==> src/rtl/coeff_token_prefix_fsm.sv <==
// Purpose : serial parser for one H.264 coeff_token code. It counts leading zeros up to the
//           terminating 1, captures 0..3 suffix bits, and reports the prefix length, the suffix
//           value and the total code length to the LUT stage.
// Latency : two cycles from Start to TokenValid for the code "1" with no suffix; each further
//           code bit adds one cycle.
// Backpressure: bit_ready_o is high only while parsing. Cycles with bit_valid_i low hold all
//           state. In OUT the results stay stable until token_ready_i is seen.
// Ports   : clk_i, rst_n_i (async, active-low); start_i; bit_in_i/bit_valid_i/bit_ready_o
//           serial input; suffix_len_i from the LUT; leading_zeros_o, suffix_o, code_len_o,
//           token_valid_o/token_ready_i result handshake; error_o when the prefix is too long.
// Option  : defining COEFF_TOKEN_BITCOUNT_EN adds bit_count_o[15:0], a free-running count of
//           accepted bits. Start does not clear it.
module coeff_token_prefix_fsm #(
  parameter int unsigned MAX_LZ = 14
) (
  input  logic       clk_i,
  input  logic       rst_n_i,
  input  logic       start_i,
  input  logic       bit_in_i,
  input  logic       bit_valid_i,
  output logic       bit_ready_o,
  input  logic [1:0] suffix_len_i,
  output logic [3:0] leading_zeros_o,
  output logic [2:0] suffix_o,
  output logic [4:0] code_len_o,
  output logic       token_valid_o,
  input  logic       token_ready_i,
  output logic       error_o
`ifdef COEFF_TOKEN_BITCOUNT_EN
  ,
  output logic [15:0] bit_count_o
`endif
);

  localparam logic [3:0] MaxLz = 4'(MAX_LZ);

  typedef enum logic [2:0] {
    S_IDLE   = 3'd0,
    S_PREFIX = 3'd1,
    S_SUFFIX = 3'd2,
    S_OUT    = 3'd3,
    S_ERR    = 3'd4
  } state_e;

  state_e     state_q, state_d;
  logic [3:0] lz_q, lz_d;
  logic [2:0] sfx_q, sfx_d;
  logic [4:0] cl_q, cl_d;
  logic [1:0] slen_q, slen_d;   // suffix length latched on the terminating 1
  logic [1:0] scnt_q, scnt_d;   // suffix bits taken so far
  logic       err_q, err_d;
  logic       accept;
  logic [1:0] scnt_inc;

  assign bit_ready_o     = (state_q == S_PREFIX) || (state_q == S_SUFFIX);
  assign accept          = bit_valid_i && bit_ready_o;
  assign token_valid_o   = (state_q == S_OUT);
  assign leading_zeros_o = lz_q;
  assign suffix_o        = sfx_q;
  assign code_len_o      = cl_q;
  assign error_o         = err_q;
  assign scnt_inc        = scnt_q + 2'd1;

  always_comb begin
    state_d = state_q;
    lz_d    = lz_q;
    sfx_d   = sfx_q;
    cl_d    = cl_q;
    slen_d  = slen_q;
    scnt_d  = scnt_q;
    err_d   = err_q;
    unique case (state_q)
      // The outputs of the previous token stay visible in IDLE until the next Start.
      S_IDLE, S_ERR: begin
        if (start_i) begin
          lz_d    = 4'd0;
          sfx_d   = 3'd0;
          cl_d    = 5'd0;
          scnt_d  = 2'd0;
          err_d   = 1'b0;
          state_d = S_PREFIX;
        end
      end
      S_PREFIX: begin
        if (accept) begin
          if (bit_in_i) begin
            // suffix_len_i is looked up from lz_q in this cycle, so it is sampled only here.
            slen_d  = suffix_len_i;
            scnt_d  = 2'd0;
            cl_d    = {1'b0, lz_q} + 5'd1 + {3'b000, suffix_len_i};
            state_d = (suffix_len_i != 2'd0) ? S_SUFFIX : S_OUT;
          end else if (lz_q == MaxLz) begin
            err_d   = 1'b1;
            state_d = S_ERR;
          end else begin
            lz_d = lz_q + 4'd1;
          end
        end
      end
      S_SUFFIX: begin
        if (accept) begin
          sfx_d  = {sfx_q[1:0], bit_in_i};
          scnt_d = scnt_inc;
          if (scnt_inc == slen_q) begin
            state_d = S_OUT;
          end
        end
      end
      S_OUT: begin
        if (token_ready_i) begin
          state_d = S_IDLE;
        end
      end
      default: state_d = S_IDLE;
    endcase
  end

  always_ff @(posedge clk_i or negedge rst_n_i) begin
    if (!rst_n_i) begin
      state_q <= S_IDLE;
      lz_q    <= 4'd0;
      sfx_q   <= 3'd0;
      cl_q    <= 5'd0;
      slen_q  <= 2'd0;
      scnt_q  <= 2'd0;
      err_q   <= 1'b0;
    end else begin
      state_q <= state_d;
      lz_q    <= lz_d;
      sfx_q   <= sfx_d;
      cl_q    <= cl_d;
      slen_q  <= slen_d;
      scnt_q  <= scnt_d;
      err_q   <= err_d;
    end
  end

`ifdef COEFF_TOKEN_BITCOUNT_EN
  logic [15:0] bit_count_q;

  // The counter wraps naturally from 0xFFFF to 0x0000.
  always_ff @(posedge clk_i or negedge rst_n_i) begin
    if (!rst_n_i) begin
      bit_count_q <= 16'd0;
    end else if (accept) begin
      bit_count_q <= bit_count_q + 16'd1;
    end
  end

  assign bit_count_o = bit_count_q;
`endif

endmodule

==> config.mk <==
export PLATFORM = sky130hd
export DESIGN_NAME = coeff_token_prefix_fsm
export DESIGN_NICKNAME = d
export VERILOG_FILES = /design/src/rtl/coeff_token_prefix_fsm.sv
export SDC_FILE = /design/constraint.sdc
export NUM_CORES = 1
export LEC_CHECK = 0
export ABC_AREA = 0
export CORE_MARGIN = 1.5
export CORE_UTILIZATION = 54
export DETAILED_ROUTE_END_ITERATION = 10
export GPL_TIMING_DRIVEN = 0
export PLACE_DENSITY = 0.83
export SLEW_MARGIN = 5
export SYNTH_ARGS = -nofsm -noshare
export SYNTH_HDL_FRONTEND = slang
export SYNTH_SLANG_ARGS = --single-unit
==> constraint.sdc <==
create_clock -name clk_i -period 4.2 [get_ports clk_i]
set_input_delay 0.84 -clock clk_i [delete_from_list [all_inputs] [get_ports clk_i]]
set_output_delay 0.84 -clock clk_i [all_outputs]
set_load 0.005 [all_outputs]
==> impl.org, run 1 <==
** Floorplan
- I/O pin cnt :: 23
- Once the floorplan was initialized, standard cells occupied 58.2% of the core.
- Number of rows created at floorplan :: 16
- Core Area :: 2000 µm²
- Overall die height :: 49.4 µm
- The die is 49.4 µm wide.
- Die ar. :: 2440 µm²

** Global routing
- Entering global routing, the biggest net connects 21 pins.
- Number of global-route vias before repair :: 910
- The number of antenna violations at the first check in global routing was 0.
- Combined global-route utilization of all metal layers :: 21.6%
- For this run the aggregate overflow at the end of global routing stands at 0.
- Global-route wire length before repair :: 4.06 mm

** Routing
- Highest routed metal layer :: met4
- Met1 routed wirelength after detailed routing :: 1.10 mm
- Post-route DRC :: 0
- Aggregate routed wire length :: 2.39 mm
- The first detailed-routing pass took 4 iterations.
- In the detailed route, the total length drawn on met2 is 1.14 mm.
- After detailed routing, the average wire length per cell comes to 13.9 µm.
- Detailed route wirelength on metal3 :: 97 µm
- Detailed routing inserted a total of 954 vias.
- Vias per cell :: 5.55
- In this run the remaining antenna-violating nets after routing total 0.
- In this run, the number of DRC markers left after iteration 0 of detailed routing was 22.

** Power
- Combinational share of power :: 48.7%
- IR analysis of the VDD net gives a maximum drop of 0.369 mV.
- For this design the total switching power over the nets is 296 µW.
- The internal power of the cells totals 489 µW.
- Per report_power, the sequential group accounts for 36.5% of the total.
- Power share of the clock group :: 14.8%
- Dividing total power by cell area gives a power density of 540 nW/µm².
- Switching share of power :: 37.7%
- Static power due to leakage :: 0.631 nW

** Final layout
- Measured on the finished design, the core utilization comes to 72.7%.
- Relative area change from synthesis to final layout :: 24.9%
- FF/Latch Area :: 500 µm²
- The repair_antennas step left the layout with diodes totalling 0.
- Footprint of the multi-input gates :: 603 µm²
- Post-layout net count :: 159
- Counting the fill cells in the layout gives 158.
- In the final layout, the share of cells above drive strength 1 is 12.4%.

** STA
- Relative slew margins :: 39.3%
- Period Utilization, post-route :: 73.6%
- Static timing analysis puts the maximum clock frequency at 323 MHz.
- Number of max-slew violations in the final report :: 0
- After routing, the total negative slack on setup checks comes to 0 ns.
- Final number of hold-violating endpoints :: 0
- Setup repair after global routing left no endpoint under its margin.
- Across all setup checks in the final design, the least slack found is 1.11 ns.
- The smallest clock period supported by the final layout is computed as 3.09 ns.
- Slew at the pin closest to its max-slew limit :: 0.907 ns
- Final count of negative-setup-slack endpoints :: 0
- The clock arrives with 0.00285 ns of skew.

** Clock network
- Hold buffer count at CTS :: 0
- Post-cts sizing count :: 0
- In this run the number of H-tree levels came out at 1.
- Total clock buffers created by CTS :: 3
- Counting every sink on the clock net gives 20.
- CTS tree :: built
- Clock insertion delay at the later pin of the skew report :: 0.31 ns
- Clock root cell :: sky130_fd_sc_hd__clkbuf_4
- Clock Tree Buf Depth :: 2
- The number of setup buffers added after CTS is 0.
- Clock-pin slew of the registers on the worst-case setup and hold paths :: 0.11 ns

** Job
- Maxcap violations :: 0

** Setup path
- Worst Setup Start Kind :: flip-flop
- Class of the most critical setup path :: flip-flop to primary output
- Data on the critical path is required at its endpoint by 3.36 ns.
- Data on the critical path arrives at its endpoint at 2.25 ns.
- The worst setup path is captured at a primary output.
- In this run the worst path has a maximum fanout of 10.

** Yosys
- Among all cell types in the netlist, the one instantiated most often is sky130_fd_sc_hd__dfrtp_1.
- Number of synthesized flops with an enable pin :: 0
- After Yosys synthesis, and, or, nand and nor cells account for 25.3% of the synthesized area.
- In the synthesized netlist, mux cells make up 3.54% of the area.
- Xor-xnor portion of the synthesized cell area :: 3.01%
- Synth Warn # :: 0
- Commonest cells in the netlist :: 20 x sky130_fd_sc_hd__dfrtp_1, 13 x sky130_fd_sc_hd__nand2_1, 9 x sky130_fd_sc_hd__nand3_1
- Count of mapped cells out of synthesis :: 119
- Cell types with the largest area share after synthesis :: sky130_fd_sc_hd__dfrtp_1 43%, sky130_fd_sc_hd__ha_1 4.3%, sky130_fd_sc_hd__nand2_1 4.2%
- Synthesized-area fraction occupied by ao, oa, aoi and oai cells :: 13.9%
- Summed over all instances, the cell type with the most area after synthesis is sky130_fd_sc_hd__dfrtp_1.
- Of the total synthesized cell area, the portion taken by full adders, half adders and majority gates is 6.02%.
- Ys async rst share :: 100%
- Cell area after synthesis :: 1160 µm²
- The synthesized netlist contains 40 unique library cells.
- Fraction of the yosys area taken by sequential cells :: 43.0%
- Largest family of logic cells by synthesized area :: simple AND/OR/NAND/NOR gates
- Counting every net in the synthesized netlist gives 132.
- Number of synthesized register bits :: 20
- The most used flip-flop cell after synthesis is sky130_fd_sc_hd__dfrtp_1.
- Portion of synthesized cell area occupied by the leading cell type :: 43.0%
- Each instance of the synthesized netlist takes up on average 9.79 µm².

** Place
- The congestion estimate from routability-driven global placement came to 0.796.
- Buffers placed on the I/O ports in this run total 22.
- Before CTS, the worst setup slack after placement is 1.47 ns.
- Post-detailed-placement half-perimeter wirelength :: 1.74 mm

** Outcome
- The flow ran to the end, and the final reports show no timing, DRC or antenna violations.

** Worst hold path
- Class of the most critical hold timing path :: flip-flop to flip-flop
## power groups by stage
stage	Combinational [mW]	Sequential, mW	Clock (mW)
after floorplan	0.249	0.284	0
after global placement	0.372	0.287	0
after detailed placement	0.383	0.290	0
after CTS	0.386	0.286	0.117
after global routing	0.430	0.295	0.124
final	0.383	0.287	0.116
## layer usage
metal  vias up  GRT usage, %
met3         5          3.37
li1        471             -
met4         0          9.72
met5         -             0
met1       451          29.6
met2        27          33.8
## state kept, by name (all words and copies together) (netlist names)
signal	cells
error_o	1
state_q	3
leading_zeros_o	4
code_len_o	5
suffix_o	3
scnt_q	2
slen_q	2
## kinds of logic (layout without fill, tap and decap cells)
group           Yosys count  after routing
flops                    20             20
xor+xnor                  4              4
simple gates             52             52
buf+inv                  12             38
mux                       4              4
fa+ha+maj                 5              5
compound gates           22             22
## worst paths after layout
check                                       startpoint                      to  slack [ns]  cells past startpoint
worst max-delay path            state_q[0]$_DFFE_PN0P_             bit_ready_o        1.11                      5
worst min-delay path             slen_q[0]$_DFFE_PN0P_   slen_q[0]$_DFFE_PN0P_        0.51                      2
worst max register to register  state_q[0]$_DFFE_PN0P_  state_q[0]$_DFFE_PN0P_        2.39                      4
worst min register to register   slen_q[0]$_DFFE_PN0P_   slen_q[0]$_DFFE_PN0P_        0.51                      2
max in group asynchronous                      rst_n_i     error_o$_DFFE_PN0P_        2.63                      1
min in group asynchronous                      rst_n_i   slen_q[1]$_DFFE_PN0P_        1.02                      1
## stage by stage
stage | instances | hold WS [ns] | instance area (µm²) | power (mW)
after floorplan | 119 | 0.465 | 1160 | 0.534
after global routing | 172 | 0.538 | 1460 | 0.849
after global placement | 168 | 0.479 | 1420 | 0.659
final | 172 | 0.511 | 1460 | 0.785
after detailed placement | 168 | 0.480 | 1420 | 0.673
after CTS | 172 | 0.507 | 1460 | 0.789
## final cells by class
cell class / instances / share of cell area, %
inverter: 7 / 1.81
multi-input combinational: 87 / 41.4
tap: 27 / 2.32
sequential: 20 / 34.4
timing repair buffer: 22 / 15.1
clock buffer: 4 / 2.49
buffer: 5 / 2.41
## critical path, cell delays in order (launching register included)
cell,delay [ns]
sky130_fd_sc_hd__dfrtp_1,0.39
sky130_fd_sc_hd__clkbuf_1,0.21
sky130_fd_sc_hd__nor3b_1,0.62
sky130_fd_sc_hd__inv_1,0.13
sky130_fd_sc_hd__nand2_1,0.10
sky130_fd_sc_hd__clkdlybuf4s50_1,0.49
## cell usage in the layout (no fill, tap or decap), types with 2 or more instances in the layout
cell type	n
sky130_fd_sc_hd__inv_1	7
sky130_fd_sc_hd__mux2i_1	3
sky130_fd_sc_hd__nand3_1	9
sky130_fd_sc_hd__buf_6	2
sky130_fd_sc_hd__nor2b_1	3
sky130_fd_sc_hd__nand2b_1	4
sky130_fd_sc_hd__clkdlybuf4s50_1	22
sky130_fd_sc_hd__nor3_1	3
sky130_fd_sc_hd__clkbuf_4	3
sky130_fd_sc_hd__xnor2_1	2
sky130_fd_sc_hd__ha_1	4
sky130_fd_sc_hd__dfrtp_1	20
sky130_fd_sc_hd__nor2_1	7
sky130_fd_sc_hd__o21ai_0	5
sky130_fd_sc_hd__clkbuf_1	2
sky130_fd_sc_hd__nand3b_1	3
sky130_fd_sc_hd__nor3b_1	2
sky130_fd_sc_hd__xor2_1	2
sky130_fd_sc_hd__o21ai_2	5
sky130_fd_sc_hd__a21oi_1	2
sky130_fd_sc_hd__nand2_1	13
Note: power is estimated with default switching activity, not from simulation.
==> inputs of run 2 (changes only) <==
--- a/config.mk
+++ b/config.mk
@@ -7,10 +7,10 @@
 export LEC_CHECK = 0
 export ABC_AREA = 0
 export CORE_MARGIN = 1.5
-export CORE_UTILIZATION = 54
+export CORE_UTILIZATION = 50
 export DETAILED_ROUTE_END_ITERATION = 10
 export GPL_TIMING_DRIVEN = 0
-export PLACE_DENSITY = 0.83
+export PLACE_DENSITY = 0.78
 export SLEW_MARGIN = 5
 export SYNTH_ARGS = -nofsm -noshare
 export SYNTH_HDL_FRONTEND = slang
==> constraint.sdc (replaced) <==
create_clock -name clk_i -period 2.91 [get_ports clk_i]
set_input_delay 0.582 -clock clk_i [delete_from_list [all_inputs] [get_ports clk_i]]
set_output_delay 0.582 -clock clk_i [all_outputs]
set_load 0.005 [all_outputs]
==> impl.org, run 2 (synthesis results as in run 1) <==
** Outcome
- Status :: finished clean (unchanged)

** Final layout
- The number of diodes was 0 (unchanged).
- The commonest non-fill, non-tap cell in the layout is sky130_fd_sc_hd__clkdlybuf4s50_1 (unchanged).
- The post-layout net count is 159 (unchanged).
- The final instance area came to 1450 µm² (was 1460 µm²).
- The area overhead of the layout relative to synthesis came to 24.3% (was 24.9%).
- Fraction of final layout cells sized beyond drive strength 1 :: 12.5% (was 12.4%)
- Number of flip-flops under the largest register name :: 5 (unchanged)
- Most used cells in the layout excluding fill and tap cells :: 22 x sky130_fd_sc_hd__clkdlybuf4s50_1, 20 x sky130_fd_sc_hd__dfrtp_1, 13 x sky130_fd_sc_hd__nand2_1, 9 x sky130_fd_sc_hd__nand3_1 (unchanged)

** Setup path
- The minimum setup slack among reg-to-reg paths was 1.21 ns (was 2.39 ns).
- The data required time of the critical path was 2.33 ns (was 3.36 ns).
- Largest incremental delay on the critical path :: 0.49 ns (was 0.62 ns)
- The data arrival at the endpoint of the critical path was 1.99 ns (was 2.25 ns).
- The depth of the most critical reg-to-reg path was 6 (was 4).
- Max stage delay cell, worst path :: sky130_fd_sc_hd__clkdlybuf4s50_1 (was sky130_fd_sc_hd__nor3b_1)
- CP Cell Sequence :: clkbuf_1 > nor3b_2 > inv_1 > nand2_1 > clkdlybuf4s50_1 (was clkbuf_1 > nor3b_1 > inv_1 > nand2_1 > clkdlybuf4s50_1)
- The sort of element at the start of the critical path is a flip-flop (unchanged).
- Origin of the critical flop-to-flop path :: state_q[2]$_DFFE_PN0P_ (was state_q[0]$_DFFE_PN0P_)
- Category of cells accounting for the largest share of critical-path delay :: buffers and inverters (unchanged)
- Class of the most critical setup path :: flip-flop to primary output (unchanged)
- The endpoint of the most critical register-to-register path is code_len_o[4]$_DFFE_PN0P_ (was state_q[0]$_DFFE_PN0P_).
- The highest net fanout along the worst path came to 10 (unchanged).
- Sum of buffers and inverters on the critical path :: 3 (unchanged)
- The kind of capture point of the worst setup path was a primary output (unchanged).

** STA
- Number of max-slew violations in the final report :: 0 (unchanged)
- Relative slew margins :: 40.2% (was 39.3%)
- Worst clock skew on the final layout :: 0.00487 ns (was 0.00285 ns)
- Final count of negative-setup-slack endpoints :: 0 (unchanged)
- Hold Slack :: 0.512 ns (was 0.511 ns)
- After layout, the worst path uses 88.3% of the clock period.
- Final number of hold-violating endpoints :: 0 (unchanged)
- RSZ-0062 raised after global routing :: false (unchanged)
- The slew of the pin with the lowest slew margin came to 0.894 ns (was 0.907 ns).
- Total Neg Setup Slack :: 0 ns (unchanged)
- Min Clock Period, post-route :: 2.57 ns
- Timing-limited maximum frequency :: 389 MHz

** Routing
- The average vias per placed instance is 5.42 (was 5.55).
- The residual antenna-violating net count after detailed routing came to 0 (unchanged).
- The number of DRC markers in iteration 0 is 14 (was 22).
- First drt pass iteration count :: 4 (unchanged)
- The average wire per cell in the routed design came to 13.3 µm (was 13.9 µm).
- The number of design rule violations left after detail routing came to 0 (unchanged).
- Aggregate routed wire length :: 2.29 mm (was 2.39 mm)
- The number of vias after detailed routing was 933 (was 954).

** Power
- Overall power of the completed layout :: 1.09 mW (was 785 µW)
- The power density over the cells is 755 nW/µm² (was 540 nW/µm²).
- The largest voltage drop on the vdd net was 0.513 mV (was 0.369 mV).
- The leakage power total was 0.627 nW (was 0.631 nW).

** Global routing
- Global-route wire length before repair :: 3.90 mm (was 4.06 mm)
- The number of antenna violations at the first check in global routing was 0 (unchanged).
- The aggregate global routing overflow was 0 (unchanged).
- The overall routing resource usage is 20.3% (was 21.6%).
- The maximum number of pins on one net before global-route repair came to 21 (unchanged).
- Number of global-route vias before repair :: 893 (was 910)

** Worst hold path
- Endpoint, Worst Hold :: code_len_o[0]$_DFFE_PN0P_ (was slen_q[0]$_DFFE_PN0P_)
- Class of the most critical hold timing path :: flip-flop to flip-flop (unchanged)
- Cell depth of the worst min-delay path :: 2 (unchanged)
- The beginning of the worst hold path is code_len_o[0]$_DFFE_PN0P_ (was slen_q[0]$_DFFE_PN0P_).

** Floorplan
- Core Area :: 2210 µm² (was 2000 µm²)
- Number of rows created at floorplan :: 17 (was 16)
- Overall die height :: 51.3 µm (was 49.4 µm)
- Die extent in x :: 51.3 µm (was 49.4 µm)
- The count of boundary I/O pins came to 23 (unchanged).
- The full die area is 2630 µm² (was 2440 µm²).
- The initial cell density of the core was 52.7% (was 58.2%).

** Place
- Weighted congestion at the end of routability-driven global placement :: 0.820 (was 0.796)
- Post-detailed-placement half-perimeter wirelength :: 1.73 mm (was 1.74 mm)
- The count of port buffers added during placement came to 22 (unchanged).
- Total placed instance area :: 1420 µm² (about the same)

** Clock network
- Clock-pin slew of the registers on the worst-case setup and hold paths :: 0.11 ns (about the same)
- The number of clock buffers inserted by TritonCTS came to 3 (unchanged).
- The number of instances resized during post-cts repair was 0 (unchanged).
- The CTS tree is built (unchanged).
- The setup fix buffers added after clock tree synthesis was 0 (unchanged).
- The cell at the root of the clock tree was sky130_fd_sc_hd__clkbuf_4 (unchanged).
- Clock Tree Buf Depth :: 2 (unchanged)
- The clock latency on the worst-skew pair was 0.31 ns (about the same).
- The number of buffers inserted for hold repair after clock tree synthesis is 0 (unchanged).
- The number of sinks driven by the clock tree was 20 (unchanged).
- Htree depth :: 1 (unchanged)

** Job
- Maxcap violations :: 0 (unchanged)
[run 2: cell types whose count changed in the layout (fill, tap and decap cells not counted), sizes merged]
| cell | previous run | this run |
|---|---|---|
| clkbuf | 6 | 5 |
[run 2: metrics by stage]
stage          instances  worst slack (ns)  utilization (%)
4_1_cts              172            0.0904             65.2
5_1_grt              172             0.200             65.4
3_5_place_dp         169             0.447             64.2
3_3_place_gp         169             0.459             64.2
2_1_floorplan        119              1.15                -
6_report             172             0.341             65.4
[run 2: worst max path at each step]
stage / startpoint / cells past startpoint / endpoint
after detailed placement: state_q[0]$_DFFE_PN0P_ / 5 / bit_ready_o
after floorplan: state_q[0]$_DFFE_PN0P_ / 4 / bit_ready_o
final: state_q[0]$_DFFE_PN0P_ / 5 / bit_ready_o
after global routing: state_q[0]$_DFFE_PN0P_ / 5 / bit_ready_o
after global placement: state_q[0]$_DFFE_PN0P_ / 5 / bit_ready_o
after CTS: state_q[0]$_DFFE_PN0P_ / 5 / bit_ready_o
[run 2: worst register-to-register path, delay by kind of cell, from the launching register on]
kind | cells | cell delay [ns]
AOI/OAI and AO/OA | 1 | 0.08
buffers and inverters | 2 | 0.30
DFF | 1 | 0.46
and+or+nand+nor | 3 | 0.74
[run 2: per-layer routing]
layer  wire length, µm  up-vias  track usage, %
met2              1140       15            33.3
li1                  -      466               -
met5                 0        -               0
met1              1030      447            25.6
met3                67        5            3.51
met4                55        0            10.5
[run 2: layout make-up]
type	count	area (µm²)
multi-input combinational	87	608
fill	188	764
tap	28	35.0
timing repair buffer	22	220
sequential	20	500
clock buffer	3	22.5
inverter	7	26.3
buffer	5	35.0
[run 2: where the power goes]
part | total [mW] | leakage (nW) | internal, mW | switching (mW)
sequential | 0.413 | 0.269 | 0.351 | 0.0627
clock | 0.132 | 0.0138 | 0.0484 | 0.0836
combinational | 0.547 | 0.344 | 0.280 | 0.267
total | 1.09 | 0.627 | 0.679 | 0.413
